## src/rtl/seq_scan_pkg.sv

```systemverilog
// Shared types and reset-time configuration for the serial pattern-scan controller.
package seq_scan_pkg;

  typedef enum logic [1:0] {
    IDLE  = 2'd0,
    FETCH = 2'd1,
    SHIFT = 2'd2,
    DONE  = 2'd3
  } state_e;

  localparam logic [7:0] DEF_PATTERN = 8'b0000_1100;
  localparam logic [3:0] DEF_LEN     = 4'd4;
  localparam logic       DEF_OVERLAP = 1'b1;

endpackage

```

## src/rtl/seq_scan_ctrl_match.sv

```systemverilog
// Bit-serial matcher: history shift register, fill counter, masked pattern
// compare and non-overlap restart. hit is combinational for the current bit.
module seq_match_unit #(
  parameter int PW = 8
) (
  input  logic          clk,
  input  logic          rst,
  input  logic          clr,
  input  logic          bit_in,
  input  logic          bit_vld,
  input  logic [PW-1:0] cfg_pattern,
  input  logic [3:0]    cfg_len,
  input  logic          cfg_overlap,
  output logic          hit
);

  localparam logic [3:0] PW_L = 4'(PW);

  logic [PW-1:0] hist_q, hist_d, hist_next, mask;
  logic [3:0]    fill_q, fill_d, fill_next;

  genvar gi;
  generate
    for (gi = 0; gi < PW; gi++) begin : g_mask
      assign mask[gi] = (4'(gi) < cfg_len);
    end
  endgenerate

  assign hist_next = {hist_q[PW-2:0], bit_in};
  assign fill_next = (fill_q >= PW_L) ? PW_L : fill_q + 4'd1;
  assign hit       = bit_vld && (fill_next >= cfg_len) &&
                     (((hist_next ^ cfg_pattern) & mask) == '0);

  // Without overlap the fill restarts, so stale history bits never re-qualify.
  always_comb begin
    hist_d = hist_q;
    fill_d = fill_q;
    if (clr) begin
      hist_d = '0;
      fill_d = '0;
    end else if (bit_vld) begin
      hist_d = hist_next;
      fill_d = (hit && !cfg_overlap) ? 4'd0 : fill_next;
    end
  end

  always_ff @(posedge clk) begin
    if (rst) begin
      hist_q <= '0;
      fill_q <= '0;
    end else begin
      hist_q <= hist_d;
      fill_q <= fill_d;
    end
  end

endmodule

```

## src/rtl/seq_scan_ctrl.sv

```systemverilog
// Scan-job controller: accepts words over valid/ready, serializes MSB first
// into the matcher and counts matches until the last word or an abort.
module seq_scan_ctrl
  import seq_scan_pkg::*;
#(
  parameter int DW = 8,
  parameter int PW = 8,
  parameter int CW = 8
) (
  input  logic          clk,
  input  logic          rst,
  input  logic          cfg_we,
  input  logic [PW-1:0] cfg_pattern,
  input  logic [3:0]    cfg_len,
  input  logic          cfg_overlap,
  input  logic          start,
  input  logic          abort,
  input  logic          s_valid,
  input  logic [DW-1:0] s_data,
  input  logic          s_last,
  output logic          s_ready,
  output logic          busy,
  output logic          match_pulse,
  output logic [CW-1:0] match_count,
  output logic          done,
  output logic          err_cfg
);

  localparam int         BW   = (DW > 1) ? $clog2(DW) : 1;
  localparam logic [3:0] PW_L = 4'(PW);

  state_e        state_q, state_d;
  logic [DW-1:0] word_q, word_d;
  logic          last_q, last_d;
  logic [BW-1:0] bit_cnt_q, bit_cnt_d;
  logic [CW-1:0] count_q, count_d;
  logic          pulse_q, pulse_d;
  logic          err_q, err_d;
  logic [PW-1:0] pat_q, pat_d;
  logic [3:0]    len_q, len_d;
  logic          ov_q, ov_d;

  logic [3:0]    len_eff;
  logic          len_ok;
  logic          clr, bit_vld, hit;

  // A config write in the same cycle as start is what start validates.
  assign len_eff = cfg_we ? cfg_len : len_q;
  assign len_ok  = (len_eff != 4'd0) && (len_eff <= PW_L);

  seq_match_unit #(.PW(PW)) u_match (
    .clk         (clk),
    .rst         (rst),
    .clr         (clr),
    .bit_in      (word_q[DW-1]),
    .bit_vld     (bit_vld),
    .cfg_pattern (pat_q),
    .cfg_len     (len_q),
    .cfg_overlap (ov_q),
    .hit         (hit)
  );

  always_comb begin
    state_d   = state_q;
    word_d    = word_q;
    last_d    = last_q;
    bit_cnt_d = bit_cnt_q;
    count_d   = count_q;
    pulse_d   = 1'b0;
    err_d     = 1'b0;
    pat_d     = pat_q;
    len_d     = len_q;
    ov_d      = ov_q;
    clr       = 1'b0;
    bit_vld   = 1'b0;
    s_ready   = 1'b0;

    case (state_q)
      IDLE: begin
        if (cfg_we) begin
          pat_d = cfg_pattern;
          len_d = cfg_len;
          ov_d  = cfg_overlap;
        end
        if (start) begin
          if (len_ok) begin
            clr     = 1'b1;
            count_d = '0;
            state_d = FETCH;
          end else begin
            err_d = 1'b1;
          end
        end
      end
      FETCH: begin
        s_ready = !abort;
        if (abort) begin
          state_d = IDLE;
        end else if (s_valid) begin
          word_d    = s_data;
          last_d    = s_last;
          bit_cnt_d = '0;
          state_d   = SHIFT;
        end
      end
      SHIFT: begin
        // The bit presented during an abort cycle is dropped, so it cannot count.
        if (abort) begin
          state_d = IDLE;
        end else begin
          bit_vld   = 1'b1;
          word_d    = {word_q[DW-2:0], 1'b0};
          bit_cnt_d = bit_cnt_q + BW'(1);
          if (bit_cnt_q == BW'(DW - 1)) begin
            state_d = last_q ? DONE : FETCH;
          end
        end
      end
      DONE: begin
        state_d = IDLE;
      end
      default: begin
        state_d = IDLE;
      end
    endcase

    if (hit) begin
      pulse_d = 1'b1;
      if (count_q != '1) begin
        count_d = count_q + CW'(1);
      end
    end
  end

  always_ff @(posedge clk) begin
    if (rst) begin
      state_q <= IDLE;
    end else begin
      state_q <= state_d;
    end
  end

  always_ff @(posedge clk) begin
    if (rst) begin
      word_q    <= '0;
      last_q    <= 1'b0;
      bit_cnt_q <= '0;
      count_q   <= '0;
      pulse_q   <= 1'b0;
      err_q     <= 1'b0;
      pat_q     <= PW'(DEF_PATTERN);
      len_q     <= DEF_LEN;
      ov_q      <= DEF_OVERLAP;
    end else begin
      word_q    <= word_d;
      last_q    <= last_d;
      bit_cnt_q <= bit_cnt_d;
      count_q   <= count_d;
      pulse_q   <= pulse_d;
      err_q     <= err_d;
      pat_q     <= pat_d;
      len_q     <= len_d;
      ov_q      <= ov_d;
    end
  end

  assign busy        = (state_q != IDLE);
  assign match_pulse = pulse_q;
  assign match_count = count_q;
  assign err_cfg     = err_q;
  assign done        = (state_q == DONE) && !abort;

endmodule

```

## config.mk

```make
export PLATFORM = sky130hd
export DESIGN_NAME = seq_scan_ctrl
export DESIGN_NICKNAME = d
export VERILOG_FILES = /design/src/rtl/seq_scan_pkg.sv /design/src/rtl/seq_scan_ctrl_match.sv /design/src/rtl/seq_scan_ctrl.sv
export SDC_FILE = /design/constraint.sdc
export NUM_CORES = 1
export LEC_CHECK = 0
export BUFFER_PORTS_ARGS = -buffer_cell sky130_fd_sc_hd__buf_2
export CORE_ASPECT_RATIO = 0.5
export CORE_MARGIN = 1.5
export CORE_UTILIZATION = 30
export CTS_BUF_LIST = sky130_fd_sc_hd__clkbuf_4 sky130_fd_sc_hd__clkbuf_8 sky130_fd_sc_hd__clkbuf_16
export CTS_CLUSTER_SIZE = 30
export DETAILED_ROUTE_END_ITERATION = 12
export PLACE_DENSITY_LB_ADDON = 0.05
export SLEW_MARGIN = 25
export SYNTH_ARGS = -nofsm -noshare
export SYNTH_HDL_FRONTEND = slang
export SYNTH_SLANG_ARGS = --single-unit
```

## constraint.sdc

```tcl
create_clock -name clk -period 4.5 [get_ports clk]
set_input_delay 0.225 -clock clk [delete_from_list [all_inputs] [get_ports clk]]
set_output_delay 0.225 -clock clk [all_outputs]
set_load 0.05 [all_outputs]
```

# Word level (Yosys, flattened, before mapping)
# Index checks and enable logic that the tools add are counted.
[classes]
reduce_logical = 18
shifts = 0
eq_ne = 12
magnitude_cmp = 11
n_mux = 32
bitwise = 5
addsub = 3
mul = 0
div = 0
[op_table]
columns = ["operator", "count"]
rows = [
  ["$mux W8", 8],
  ["$lt A3 B4 Y1 const A", 4],
  ["$pmux W8 S2", 1],
  ["$mux W2", 7],
  ["$mux W4", 3],
  ["$ne A2 B2 Y1 const B", 5],
  ["$mux W3", 3],
  ["$add A8 B1 Y8 const B", 1],
  ["$and A8 B8 Y8", 1],
  ["$logic_not A8 Y1", 1],
  ["$lt A1 B4 Y1 const A", 2],
  ["$lt A2 B4 Y1 const A", 2],
  ["$mux W1", 8],
  ["$ne A8 B8 Y1 const B", 1],
  ["$pmux W2 S4", 1],
  ["$reduce_and A4 Y1", 2],
  ["$xor A8 B8 Y8", 1],
  ["$ne A3 B3 Y1 const B", 2],
  ["$pmux W3 S2", 1],
  ["$logic_and A1 B1 Y1", 5],
  ["$add A4 B1 Y4 const B", 1],
  ["$eq A2 B2 Y1 const B", 2],
  ["$ge A4 B4 Y1", 1],
  ["$ge A4 B4 Y1 const B", 1],
  ["other kinds (13)", 17],
]
[word_totals]
reg_bits = 48
input_bits = 28
latchBits = 0
romBits = 0
mem_count = 0
elab_cells = 93
mem_bits_rw = 0
output_inout_bits = 13

# Longest topological paths before layout
# Gate-level depths: netlist of run 1.
[depth]
ltp_word = 8
ltp_mapped = 10
mapped_depth_nobuf = 10

# Hierarchy
# From an unflattened synthesis of run 1, not the netlist that was laid out.
[hier_totals]
hier_cells = 285
hier_area_um2 = 2392.3
[modules_own_cells]
columns = ["module", "seq_area_each_um2", "cells_per_inst", "n_inst", "area_each_um2"]
rows = [
  ["seq_scan_ctrl", 740.7, 207, 1, 1697.9],
  ["seq_match_unit", 220.2, 78, 1, 694.4],
]

# Worst setup path before layout of run 1
# No wires, ideal clock.
[synth_timing]
path_type = "register to register"
from = "register state_q[0]"
to = "register word_q[3]"
arrival_time_ns = 2.625
path_buffers = 1
required_ns = 4.414
stages_incl_launch_ff = 7
path_slack_ns = 1.789
period_less_slack_ns = 2.711
setup_time_ns = 0.086
cell_sequence = "dfxtp_1 nor3b_1 nand2_1 nand2_1 buf_1 nor2_1 a211oi_1"
[synth_between]
elab_chain_len = 3
word_cells_on_any_way = 8
classes_between = "eq/ne (5); mux (1); reduce/logical (2)"
[synth_rtl]
columns = ["element", "line", "text"]
rows = [
  ["from (decl)", "seq_scan_ctrl.sv:32", "state_e state_q, state_d;"],
  ["from (signal assigned)", "seq_scan_ctrl.sv:139", "state_q <= state_d;"],
  ["$eq A2 B1 Y1 / $eq A2 B2 Y1 (equally long branches)", "seq_scan_ctrl.sv:78", "case (state_q)"],
  ["$ne A2 B2 Y1 (no source line) / $reduce_bool A2 Y1 (equally long branches)", "-", ""],
  ["$reduce_and A4 Y1 (no source line)", "-", ""],
  ["to (signal assigned)", "seq_scan_ctrl.sv:155", "word_q <= word_d;"],
  ["to (decl)", "seq_scan_ctrl.sv:33", "logic [DW-1:0] word_q, word_d;"],
]
# Parallel ways exist; a longest one is shown, timed or not.
# A chain may end at the register's enable or synchronous reset.

# Worst setup path in the final report of run 1
[layout_timing]
from = "register u_match.fill_q[0]"
to = "register count_q[2], in the netlist match_count[2]"
[layout_between]
elab_chain_len = 6
word_cells_on_any_way = 7
classes_between = "add/sub (1); order compare (2); mux (2); reduce/logical (2)"
[layout_rtl]
columns = ["element", "line", "text"]
rows = [
  ["from (decl)", "seq_scan_ctrl_match.sv:20", "logic [3:0] fill_q, fill_d, fill_next;"],
  ["from (signal assigned)", "seq_scan_ctrl_match.sv:53", "fill_q <= fill_d;"],
  ["$add A4 B1 Y4 / $ge A4 B4 Y1 (equally long branches)", "seq_scan_ctrl_match.sv:30", "assign fill_next = (fill_q >= PW_L) ? PW_L : fill_q + 4'd1;"],
  ["$mux W4 *", "seq_scan_ctrl_match.sv:30", ""],
  ["$ge A4 B4 Y1 *", "seq_scan_ctrl_match.sv:31", "assign hit = bit_vld && (fill_next >= cfg_len) &&"],
  ["$logic_and A1 B1 Y1 * (2 in a row)", "seq_scan_ctrl_match.sv:31", ""],
  ["$mux W8 *", "seq_scan_ctrl.sv:127", "if (hit) begin"],
  ["to (signal assigned)", "seq_scan_ctrl.sv:158", "count_q <= count_d;"],
  ["to (decl)", "seq_scan_ctrl.sv:36", "logic [CW-1:0] count_q, count_d;"],
]
# Mark *: on every way between the ends. The rest lies on a longest branch, timed or not.

==> summary.txt, run 1 <==
Timing
  – Setup Skew: 6.05 ps
  – Post-route minimum period: 2700 ps
  – Rel. slew slack: 47.8%
  – Fin crit share: 60.1%
  – Setup TNS: 0 ps
  – Setup violators final: 0
  – Fmax achieved: 370 MHz
  – Slew Viols, Final: 0
  – Measured slew at the worst slew-check pin: 782 ps
  – Final Hold Fails: 0
  – Unrepaired setup endpoints after global routing: no

Synth
  – Cell with the most instances after synthesis: nand2_1
  – Post-Syn Area: 2370 sq um
  – Syn. warnings: 0
  – Top cells by count, synth: nand2_1, dfxtp_1, a21oi_1
  – Top cells by area, synth: dfxtp_1, nand2_1, a21oi_1
  – Post-synth top flop: dfxtp_1
  – Syn avg cell area: 8.23 sq um
  – Number of synthesized flops with an enable pin: 0
  – Cells after synthesis: 288
  – FF+latch count, synth: 48
  – Post-synth top area cell: dfxtp_1
  – Post-synth cell types: 50
  – Ys async rst share: 0%
  – Syn Nets: 325
  – Seq/Total Area, Yosys: 40.5%
  – Top-area cell type share of the netlist area: 40.5%

Drt
  – Detailed-route wire length: 5650 um
  – Vias after detailed routing: 2,102
  – Via density: 4.88
  – Drc violations: 0
  – WL per Instance: 13.1 um
  – DRT antenna net count: 0
  – Initial DRT Pass Iterations: 4
  – Initial DRC count: 86

Critical path
  – CP required: 4680 ps
  – R2R Setup Slk: 1800 ps
  – CP Capture Type: register
  – Worst setup path category: reg2reg
  – Critical-path maximum fanout: 6
  – Worst setup SP type: register
  – Crit-path cells: inv_1 > ha_1 > nor2b_1 > ha_1 > a2111oi_0 > nor4b_4 > nand2_1 > nor4b_1 > a311o_1
  – Top delay family on crit path: compound AO/OA/AOI/OAI gates
  – Cell mode on critical path: ha_1
  – Worst Path Buf+Inv: 1
  – Reg-to-reg endpoint: match_count[2]
  – Slowest CP cell: a2111oi_0
  – R2r worst-path depth: 9
  – Slowest stage delay, CP: 650 ps
  – Crit path DAT: 2880 ps
  – FF-to-FF Start: u_match.fill_q[0]

Power
  – Pleak: 1.16 nW
  – Pint: 0.000711 W
  – Clock share of power: 40.6%
  – Sequential share of power: 47.7%
  – Sw Ratio: 25.5%
  – VDD IR max: 0.167 mV
  – Power share of the combinational group: 11.7%
  – Psw: 0.000244 W
  – Pwr dens: 340 nW/um^2

Min path
  – Worst Hold Depth: 3
  – Hold Path Origin: cfg_overlap
  – Worst hold-check path type: in2reg
  – Worst Hold End: ov_q

Placement
  – DP Area: 2650 sq um
  – Detailed placer's ending HPWL: 4040 um
  – PortBufs: 40
  – RePlAce Congestion: 0.724

GRT
  – Vias in the first global route: 1,985
  – Pin count of the biggest net entering global routing: 34
  – Initial antenna violation count: 0
  – Tot GR Track Use: 14.3%
  – Overflow after GRT: 0
  – First-pass GRT wire length: 9350 um

Layout
  – Multi-input logic area: 1320 sq um
  – Fill count: 813
  – Final Cell Area: 2810 sq um
  – Register Area: 961 sq um
  – Diodes inserted: 0
  – Final nets: 359
  – Synth-to-layout area growth: 18.4%
  – Layout cells sized above 1: 17.0%

CTS
  – Num Clock Sinks: 48
  – CTS root buffer: clkbuf_16
  – Hold Buf Count CTS: 0
  – Gates resized, CTS repair: 0
  – CTS clk-pin slew, worst paths: 70 ps
  – Clk Latency, worst-skew pair: 290 ps
  – H-tree Lvls: 2
  – Num CTS Buffers: 5
  – CTS tree: done
  – Clk buf depth: 2
  – Postcts setup bufs: 0

Floorplan
  – Core area: 7490 sq um
  – Initial core utilization: 31.7%
  – Core Rows: 22
  – Width of the die: 129 um
  – Vert. Die Dim: 65.9 um
  – # IOs: 41
  – Die Area: 8480 sq um

Outcome
  – Status: complete, no violations

Run
  – Max-Cap Viols: 0
[power groups by stage]
stage	logic [W]	clock network [W]	registers, W
6_report	0.000112	0.000388	0.000455
5_1_grt	0.000126	0.000419	0.000458
4_1_cts	0.000113	0.000403	0.000455
3_5_place_dp	0.000112	0	0.000464
3_3_place_gp	0.000112	0	0.000464
2_1_floorplan	0.0000802	0	0.000460
[worst max-delay path by stage]
stage,from,endpoint,depth (start not counted)
finish,u_match.fill_q[0],match_count[2],9
global route,u_match.fill_q[0],match_count[2],9
CTS,u_match.fill_q[0],match_count[2],9
detailed placement,u_match.fill_q[0],match_count[2],9
global placement,u_match.fill_q[0],match_count[2],9
floorplan,state_q[0],word_q[3],6
[cell type report]
cell class                      instances  area share (%)
Inverter                               11            1.47
Sequential cell                        48            34.2
Clock buffer                            7            5.22
Timing Repair Buffer                   40            7.13
Tap cell                              108            4.81
Clock inverter                          1           0.267
Multi-Input combinational cell        216            46.9
[through the flow]
| stage | cells | total power, W | setup WS, ps | util [%] | hold slack [ps] |
|---|---|---|---|---|---|
| after detailed placement | 423 | 0.000577 | 1770 | 35.4 | 437 |
| final | 431 | 0.000955 | 1800 | 37.5 | 141 |
| after global placement | 423 | 0.000575 | 1840 | 35.4 | 436 |
| after global routing | 431 | 0.00100 | 1550 | 37.5 | 143 |
| after floorplan | 288 | 0.000540 | 1790 | - | 304 |
| after CTS | 431 | 0.000970 | 1780 | 37.4 | 137 |
[cells in the final DEF, fill, tap and decap left out, types with 3 or more instances in the layout]
cell type / n
nand2_1: 53
dfxtp_1: 48
buf_2: 40
a21oi_1: 27
nor2_1: 20
nand3_1: 15
inv_1: 10
ha_1: 9
a211oi_1: 8
mux2i_1: 8
xnor2_1: 6
and2_1: 5
clkbuf_16: 5
nor3b_1: 4
nor4b_1: 4
o22ai_1: 4
xor2_1: 4
o21ai_0: 3
nand2b_1: 3
or3_1: 3
a31oi_1: 3
and3_1: 3
o211ai_1: 3
[cell families (layout without fill, tap and decap cells)]
logic type | Yosys count | after routing | synth area share [%]
flip-flops | 48 | 48 | 40.5
AO/OA/AOI/OAI | 63 | 63 | 16.9
XOR/XNOR | 10 | 10 | 3.69
multiplexers | 9 | 9 | 3.85
buffers and inverters | 24 | 59 | 4.12
adder cells (fa/ha/maj) | 9 | 9 | 4.75
AND/OR/NAND/NOR | 125 | 125 | 26.2
[sequential cells by signal, summed over array words and instances (netlist names)]
register	flops
u_match.hist_q	7
u_match.fill_q	4
len_q	4
pat_q	8
match_count	8
last_q	1
match_pulse	1
ov_q	1
bit_cnt_q	3
err_cfg	1
word_q	8
state_q	2
[layer usage]
| metal | part of all wire [%] | up-vias | global-route usage (%) | routed length, um |
|---|---|---|---|---|
| met5 | 0 | - | 0 | 0 |
| met4 | 0.39 | 0 | 2.95 | 22 |
| met3 | 5.4 | 2 | 4.94 | 305 |
| met2 | 44 | 36 | 23.0 | 2500 |
| met1 | 50 | 982 | 18.6 | 2830 |
| li1 | - | 1082 | - | - |
[worst reg2reg max path: stages (launching register included)]
cell       delay (ps)
dfxtp_1           420
inv_1              70
ha_1              270
nor2b_1           180
ha_1              260
a2111oi_0         650
nor4b_4           120
nand2_1           220
nor4b_1            80
a311o_1           330
No activity file was read; power rests on OpenSTA's default activity.
==> run 2: changes to the inputs <==
- clock period: 4.5 -> 2.3 ns (I/O delays scaled with it)
==> run 2 against run 1 <==
Compared with the run above: the run now ends with negative setup slack left; largest power group unchanged; sequential share of layout area decreased by 3.2 points; via count increased by 2.9%; maximum frequency increased by 15%.
==> summary.txt, run 2 (synthesized netlist as in run 1, its figures left out) <==
Outcome
  – Status: finished with violations
  – Violated checks: negative setup slack

Floorplan
  – Width of the die: 129 um
  – Die Area: 8480 sq um
  – Vert. Die Dim: 65.9 um
  – Core Rows: 22
  – Initial core utilization: 31.7%
  – # IOs: 41
  – Core area: 7490 sq um

GRT
  – Pin count of the biggest net entering global routing: 33
  – Vias in the first global route: 2,145
  – Tot GR Track Use: 15.6%
  – Initial antenna violation count: 0
  – First-pass GRT wire length: 10,100 um
  – Overflow after GRT: 0

Placement
  – PortBufs: 40
  – Detailed placer's ending HPWL: 4370 um
  – RePlAce Congestion: 0.748
  – DP Area: 2810 sq um
  – Inst Count DP: 443

Layout
  – Layout cells sized above 1: 27.9%
  – Final Cell Area: 3120 sq um
  – Synth-to-layout area growth: 31.6%
  – Commonest non-fill, non-tap cells in the layout: nand2_1, dfxtp_1, buf_2
  – Non-Filler Instances: 452
  – Final core utilization: 41.7%
  – Fill count: 810
  – Commonest non-fill, non-tap cell in the layout: nand2_1
  – Final nets: 380
  – Diodes inserted: 0

Critical path
  – Slowest CP cell: or4_1
  – Worst setup SP type: register
  – Crit path DAT: 2530 ps
  – Slowest stage delay, CP: 490 ps
  – CP Capture Type: register
  – Critical-path maximum fanout: 4
  – Worst setup path category: reg2reg
  – Crit-path cells: or4_1 > a222oi_1 > buf_4 > nor4b_4 > nand3_2 > and2_4 > a311o_1
  – CP required: 2480 ps
  – Top delay family on crit path: simple AND/OR/NAND/NOR gates
  – Worst Path Buf+Inv: 1

CTS
  – Clk buf depth: 2
  – H-tree Lvls: 2
  – Num Clock Sinks: 48
  – CTS tree: done
  – Num CTS Buffers: 5
  – Hold Buf Count CTS: 0
  – Clk Latency, worst-skew pair: 290 ps
  – CTS root buffer: clkbuf_16
  – CTS clk-pin slew, worst paths: 70 ps

Drt
  – Via density: 4.79
  – Detailed-route wire length: 6050 um
  – DRT antenna net count: 0
  – Vias after detailed routing: 2,164
  – Initial DRT Pass Iterations: 4
  – Drc violations: 0
  – Initial DRC count: 93
  – WL per Instance: 13.4 um

Timing
  – Setup Skew: 4.13 ps
  – Setup violators final: 2
  – Measured slew at the worst slew-check pin: 531 ps
  – Fmax achieved: 425 MHz
  – Rel. slew slack: 64.6%
  – Fin crit share: 102%
  – Final WS setup: -51.5 ps
  – Slew Viols, Final: 0
  – Final Hold Fails: 0
  – Setup TNS: -71.4 ps
  – Post-route minimum period: 2350 ps
  – Unrepaired setup endpoints after global routing: yes

Power
  – VDD IR max: 0.267 mV
  – Psw: 0.000506 W
  – Sw Ratio: 25.5%
  – Pwr dens: 637 nW/um^2
  – Sequential share of power: 44.3%
  – Pint: 0.00148 W
  – Pleak: 1.31 nW
  – Clock share of power: 42.6%
  – Power share of the combinational group: 13.1%

Run
  – Max-Cap Viols: 0

Min path
  – Worst hold-check path type: in2reg
[run 2: cell types whose count changed in the layout (fill, tap and decap cells not counted), sizes merged]
cell | before | now
buf | 40 | 61
clkbuf | 7 | 5
bufinv | 0 | 1
clkinv | 1 | 2
[run 2: cell type report]
class                   count  area [sq um]  area share (%)
repair buffers             61           365            11.7
clock buffers               5           125            4.01
inverters                  11          41.3            1.32
well taps                 108           135            4.33
flip-flops and latches     48           970            31.1
clock inverters             3          42.5            1.36
multi-input cells         216          1440            46.2
[run 2: power by group through the flow]
stage                     combinational [W]  clock, W  sequential (W)
after floorplan                    0.000159         0        0.000900
after global placement             0.000251         0        0.000900
after detailed placement           0.000254         0        0.000901
after CTS                          0.000262  0.000867        0.000880
after global routing               0.000292  0.000914        0.000883
final                              0.000261  0.000848        0.000880
[run 2: what timing repair did]
| action | 4_1_cts | 5_1_grt |
|---|---|---|
| setup buffers | 1 | 0 |
| setup endpoints to repair | 8 | 13 |
| gates resized for setup | 13 | 14 |
| pin swaps | 9 | 14 |
[run 2: worst paths after layout]
path,slack (ps),startpoint,cells after the start,end
min reg2reg,470,pat_q[4],2,pat_q[4]
min,40,cfg_overlap,3,ov_q
max reg2reg,-50,len_q[1],7,match_count[2]
max,-50,len_q[1],7,match_count[2]
[run 2: worst reg2reg max path, cell delays in order (launching register included)]
cell and delay (ps):
dfxtp_2 330, or4_1 490, a222oi_1 310, buf_4 170, nor4b_4 300, nand3_2 150, and2_4 200, a311o_1 300
[run 2: metal layers]
metal	part of all wire, %	track usage, %	up-vias
li1	-	-	1127
met1	50	19.4	999
met4	0.79	5.62	0
met3	4.4	4.29	5
met5	0	0	-
met2	45	26.2	33
[run 2: per-stage QoR]
step / power [W] / worst slack [ps] / hold WS [ps]
detailed placement: 0.00115 / -101 / 333
CTS: 0.00201 / -52.9 / 34.2
global placement: 0.00115 / -34.7 / 322
finish: 0.00199 / -51.5 / 35.0
floorplan: 0.00106 / 13.7 / 194
global route: 0.00209 / -156 / 44.6
